File: src/rtl/pixel_decryptor.sv
// Pixel decryptor: pops one key byte per ciphertext pixel from a small keystream FIFO and emits plaintext.
// Build option: define PIXEL_DECRYPTOR_CHAIN_EN for ciphertext chaining (c_prev seeded from iv).
module pixel_decryptor #(
   parameter int KS_DEPTH = 4
) (
   input  logic        clk,
   input  logic        rst,
   input  logic        start,
   input  logic [7:0]  iv,
   input  logic [15:0] frame_len,
   input  logic [22:0] ks_in,
   input  logic        ks_valid,
   output logic        ks_ready,
   input  logic [7:0]  ct_in,
   input  logic        ct_valid,
   output logic        ct_ready,
   output logic [7:0]  pt_out,
   output logic        pt_valid,
   input  logic        pt_ready,
   output logic        busy,
   output logic        done,
   output logic [1:0]  state_dbg
);

   // Handshake (ks, ct, pt): a beat moves on the rising edge where valid && ready are both high;
   // the producer holds valid and data stable until then, and no ready looks at its own channel's valid.

   localparam logic [1:0] IDLE  = 2'd0;
   localparam logic [1:0] RUN   = 2'd1;
   localparam logic [1:0] DRAIN = 2'd2;
   localparam logic [1:0] DONE  = 2'd3;
   localparam int AW = $clog2(KS_DEPTH);

   logic [1:0]    state, state_nx;
   logic [15:0]   remaining;
   logic [7:0]    fifo_mem [KS_DEPTH];
   logic [AW:0]   wr_ptr, rd_ptr, fifo_count;
   logic          fifo_full, fifo_empty;
   logic          frame_start, ks_push, ct_xfer, pt_xfer;
   logic [7:0]    key, dec;

   assign frame_start = (state == IDLE) && start;
   assign fifo_count  = wr_ptr - rd_ptr;
   assign fifo_full   = (fifo_count == (AW+1)'(KS_DEPTH));
   assign fifo_empty  = (wr_ptr == rd_ptr);
   assign ks_ready    = (state == RUN) && !fifo_full;
   assign ct_ready    = (state == RUN) && !fifo_empty && (!pt_valid || pt_ready);
   assign ks_push     = ks_valid && ks_ready;
   assign ct_xfer     = ct_valid && ct_ready;
   assign pt_xfer     = pt_valid && pt_ready;
   assign key         = fifo_mem[rd_ptr[AW-1:0]];
   assign busy        = (state != IDLE);
   assign done        = (state == DONE);
   assign state_dbg   = state;

`ifdef PIXEL_DECRYPTOR_CHAIN_EN
   logic [7:0] c_prev;
   logic       unused_bits;
   assign unused_bits = ^ks_in[22:8];

   always_ff @(posedge clk or posedge rst) begin
      if (rst)              c_prev <= 8'h00;
      else if (frame_start) c_prev <= iv;
      else if (ct_xfer)     c_prev <= ct_in;
   end

   assign dec = (ct_in ^ c_prev) - key;
`else
   logic unused_bits;
   assign unused_bits = ^{iv, ks_in[22:8]};
   assign dec = ct_in - key;
`endif

   always_comb begin
      state_nx = state;
      case (state)
         IDLE:    if (start) state_nx = (frame_len == 16'd0) ? DONE : RUN;
         RUN:     if (ct_xfer && (remaining == 16'd1)) state_nx = DRAIN;
         DRAIN:   if (pt_xfer) state_nx = DONE;
         default: state_nx = IDLE;
      endcase
   end

   always_ff @(posedge clk or posedge rst) begin
      if (rst) begin
         state     <= IDLE;
         remaining <= 16'd0;
      end else begin
         state <= state_nx;
         if (frame_start)  remaining <= frame_len;
         else if (ct_xfer) remaining <= remaining - 16'd1;
      end
   end

   // A start flush resets both pointers; stale keys from the last frame are dropped here.
   always_ff @(posedge clk or posedge rst) begin
      if (rst) begin
         wr_ptr <= '0;
         rd_ptr <= '0;
      end else if (frame_start) begin
         wr_ptr <= '0;
         rd_ptr <= '0;
      end else begin
         if (ks_push) wr_ptr <= wr_ptr + 1'b1;
         if (ct_xfer) rd_ptr <= rd_ptr + 1'b1;
      end
   end

   always_ff @(posedge clk) begin
      if (ks_push) fifo_mem[wr_ptr[AW-1:0]] <= ks_in[7:0];
   end

   // A new pixel may load in the same cycle the previous one leaves, giving one pixel per clock.
   always_ff @(posedge clk or posedge rst) begin
      if (rst) begin
         pt_out   <= 8'h00;
         pt_valid <= 1'b0;
      end else if (ct_xfer) begin
         pt_out   <= dec;
         pt_valid <= 1'b1;
      end else if (pt_xfer) begin
         pt_valid <= 1'b0;
      end
   end

endmodule

File: config.mk
export PLATFORM = sky130hd
export DESIGN_NAME = pixel_decryptor
export DESIGN_NICKNAME = d
export VERILOG_FILES = /design/src/rtl/pixel_decryptor.sv
export SDC_FILE = /design/constraint.sdc
export NUM_CORES = 1
export LEC_CHECK = 0
export ABC_AREA = 1
export CORE_ASPECT_RATIO = 1.2
export CORE_MARGIN = 3
export CORE_UTILIZATION = 56
export DETAILED_ROUTE_END_ITERATION = 12
export PLACE_DENSITY_LB_ADDON = 0.3
export SETUP_SLACK_MARGIN = 0.4
export SKIP_CTS_REPAIR_TIMING = 1
export SYNTH_ARGS = -nofsm -noshare
export SYNTH_HDL_FRONTEND = slang
export SYNTH_SLANG_ARGS = --single-unit
File: constraint.sdc
create_clock -name clk -period 3.88 [get_ports clk]
set_input_delay 0.582 -clock clk [delete_from_list [all_inputs] [get_ports clk]]
set_output_delay 0.582 -clock clk [all_outputs]
set_load 0.05 [all_outputs]
==> impl_metrics.yaml, run 1 <==
outcome:
  status: "completed"
timing:
  fmax_ghz: 0.303
  period_minus_slack_ns: 3.30
  setup_viol: 0
  final.setup_skew_ns: 0.00859
  rsz0062_at_grt: "false"
  hold_viol: 0
  slew_violations: 0
  worst_pin_slew_ns: 0.824
  maxSlewHeadroom_pct: 44.8
  fin_crit_sh_pct: 85.0
  tns_ns: 0
synth:
  synth_cell_types: 32
  synthTopCellsByCount: "nand2_1 (133), inv_1 (44), nor2_1 (42)"
  synth_edf_count: 32
  async_reset_ff_share_pct: 50.8
  syn_area_um2: 3670
  synth_seq_cells: 65
  seq_area_frac_synth_pct: 48.6
  yosys.area_share.simple_pct: 27.3
  synth-xor-area-share_pct: 1.91
  synth_mux_area_share_pct: 0
  yosys-top-cells-area: "edfxtp_1 (26%), dfrtp_1 (22%), nand2_1 (14%)"
  synth-main-ff-cell: "dfrtp_1"
  synth_compound_area_share_pct: 8.48
  synth_nets: 517
  yosysMostFrequentCell: "nand2_1"
  synthAdderAreaFrac_pct: 7.35
  synth_largest_area_cell: "edfxtp_1"
  synth_area_per_cell_um2: 8.45
  synth_top_area_share_pct: 26.1
  syn_inst: 435
  synth_top_family_by_area: "simple AND/OR/NAND/NOR gates"
  ys_warn_count: 0
pwr:
  combPwrFrac_pct: 53.1
  p_clk_share_pct: 16.9
  p_switching_mw: 1.73
  cellPowerDensity_nw_per_um2: 813
  vdd_drop_max_v: 0.000420
  seqPwrFrac_pct: 30.0
  p_int_mw: 1.91
  swShare_pct: 47.5
  p_leak_nw: 1.96
global_route:
  antenna_found_initial: 0
  gr-usage-met2_pct: 40.7
  met1_usage_pct: 26.8
  grt_max_degree: 34
  grt_use_total_pct: 23.6
  grt_pass1_vias: 2982
  grt.busiest_layer: "met2"
  grt_pass1_wl_mm: 13.4
  gr-total-overflow: 0
  use_met3_pct: 4.39
worst_hold_path:
  whs_path_depth: 2
  hold_path_startpoint: "pt_out[6]"
  min_to: "pt_out[6]"
  worstHoldPathType: "reg2reg"
cts:
  root_buffer: "clkbuf_8"
  cts_tree: "built"
  cts_sinks: 65
  cts_buffers: 9
  cts.htree.levels: 3
  cts_buffer_depth: 2
  clk_latency_ns: 0.36
  clkSlewWorstSetupHoldPaths_ns: 0.08
final_layout:
  fin_util_pct: 72.1
  nets: 573
  area_growth_pct: 21.7
  drive_gt1_share_pct: 6.85
  design_area_um2: 4470
  antenna_cells: 0
route:
  via_per_inst: 5.41
  antenna_left: 0
  drtPass1Iterations: 5
  drc: 0
  num_vias: 3127
  drtIter0Drc: 154
  wl_per_cell_um: 14.4
  drt-total-wl_mm: 8.34
floorplanning:
  start_util_pct: 59.2
  ioPinCount: 76
  fp.dieW_um: 80.0
  die-area_um2: 7570
  fp-row-count: 31
  die_y_um: 94.7
  core-area_um2: 6210
setup_path:
  cp.arrival_ns: 2.72
  critical_path.slowest_cell: "clkdlybuf4s50_1"
  crit_start: "rd_ptr[1]"
  r2r_start: "rd_ptr[1]"
  startpoint_type: "flop"
  critPathCaptureType: "primary output"
  path_class: "reg2out"
  rrSetupSlack_ns: 1.08
  worst_r2r_path_depth: 7
  path_delay_family: "buffers and inverters"
  cp.required_ns: 3.30
  path_buf_inv: 3
  slowest_delay_ns: 0.79
  reg2reg_to: "fifo_mem[0][2]"
  path_max_fanout: 16
  path_cells: "inv_1, ha_1, nand2_1, nand4_1, nand3_1, nand2_1, inv_1, clkdlybuf4s50_1"
placed_design:
  place_congestion: 0.885
  io_buffers: 52
  hpwl_mm: 5.86
  dpl_cell_area_um2: 4260
run:
  drv_cap: 0
==> cell type report <==
cell class                 count  area [um2]
inverter                      50         190
tap                           82         103
fill                         485        1730
timing repair buffer          53         528
clock inverter                 7        86.3
clock buffer                   9         124
sequential                    65        1790
multi-input combinational    312        1660
==> how the worst max path moves through the flow <==
stage / endpoint / cells after the start
6_report: ks_ready / 8
5_1_grt: ks_ready / 8
4_1_cts: ks_ready / 8
3_5_place_dp: ks_ready / 8
3_3_place_gp: ks_ready / 8
2_1_floorplan: fifo_mem[0][0] / 8
==> layer usage <==
layer / up-vias / part of all wire, %
li1: 1548 / -
met1: 1424 / 39
met2: 128 / 51
met3: 27 / 6.2
met4: 0 / 3.6
met5: - / 0
==> tightest hold or removal path, cell delays in order (launching register included) <==
cell     delay [ns]
dfrtp_1        0.35
nand2_1        0.06
nand2_1        0.05
==> power groups by stage <==
stage	logic [mW]	registers [mW]	clock network (mW)
detailed placement	1.91	1.10	0
finish	1.93	1.09	0.615
global placement	1.85	1.09	0
global route	2.16	1.11	0.660
CTS	1.94	1.09	0.624
floorplan	1.29	1.22	0
==> cell families (layout without fill, tap and decap cells) <==
family          after synthesis  count (layout)
fa+ha+maj                    21              21
flops                        65              65
compound gates               51              51
xor+xnor                      8               8
simple gates                232             232
buf+inv                      58             119
==> state kept, by name, summed over array words and instances (netlist names) <==
signal and flops:
pt_out 8, state_dbg 2, rd_ptr 3, pt_valid 1, fifo_mem 32, wr_ptr 3
remaining 16
==> stage by stage <==
step / hold slack (ns) / std cells / setup slack, ns / power [mW]
final: 0.484 / 578 / 0.581 / 3.64
after global routing: 0.516 / 578 / 0.417 / 3.93
after CTS: 0.486 / 578 / 0.556 / 3.65
after detailed placement: 0.465 / 562 / 0.955 / 3.01
after global placement: 0.464 / 562 / 1.04 / 2.94
after floorplan: 0.487 / 435 / 1.57 / 2.51
==> placed cells by master, fill, tap and decap left out, types with 5 or more instances in the layout <==
master / netlist / layout
a32o_1: 6 / 6
edfxtp_1: 32 / 32
inv_2: 5 / 5
nand3_1: 39 / 39
o211ai_1: 7 / 7
clkdlybuf4s50_1: 0 / 52
o21ai_0: 17 / 17
dfrtp_1: 33 / 33
clkbuf_8: 0 / 9
nand2_1: 133 / 133
inv_1: 44 / 44
nor2_1: 42 / 42
a21oi_1: 17 / 17
nand4_1: 5 / 5
ha_1: 20 / 20
Note: power is estimated with default switching activity, not from simulation.
==> inputs of run 2 (changes only) <==
Settings changed: CAP_MARGIN from default to 10.
==> results of run 2 <==
No change in the layout: final DEF, timing and power equal those of run 1.
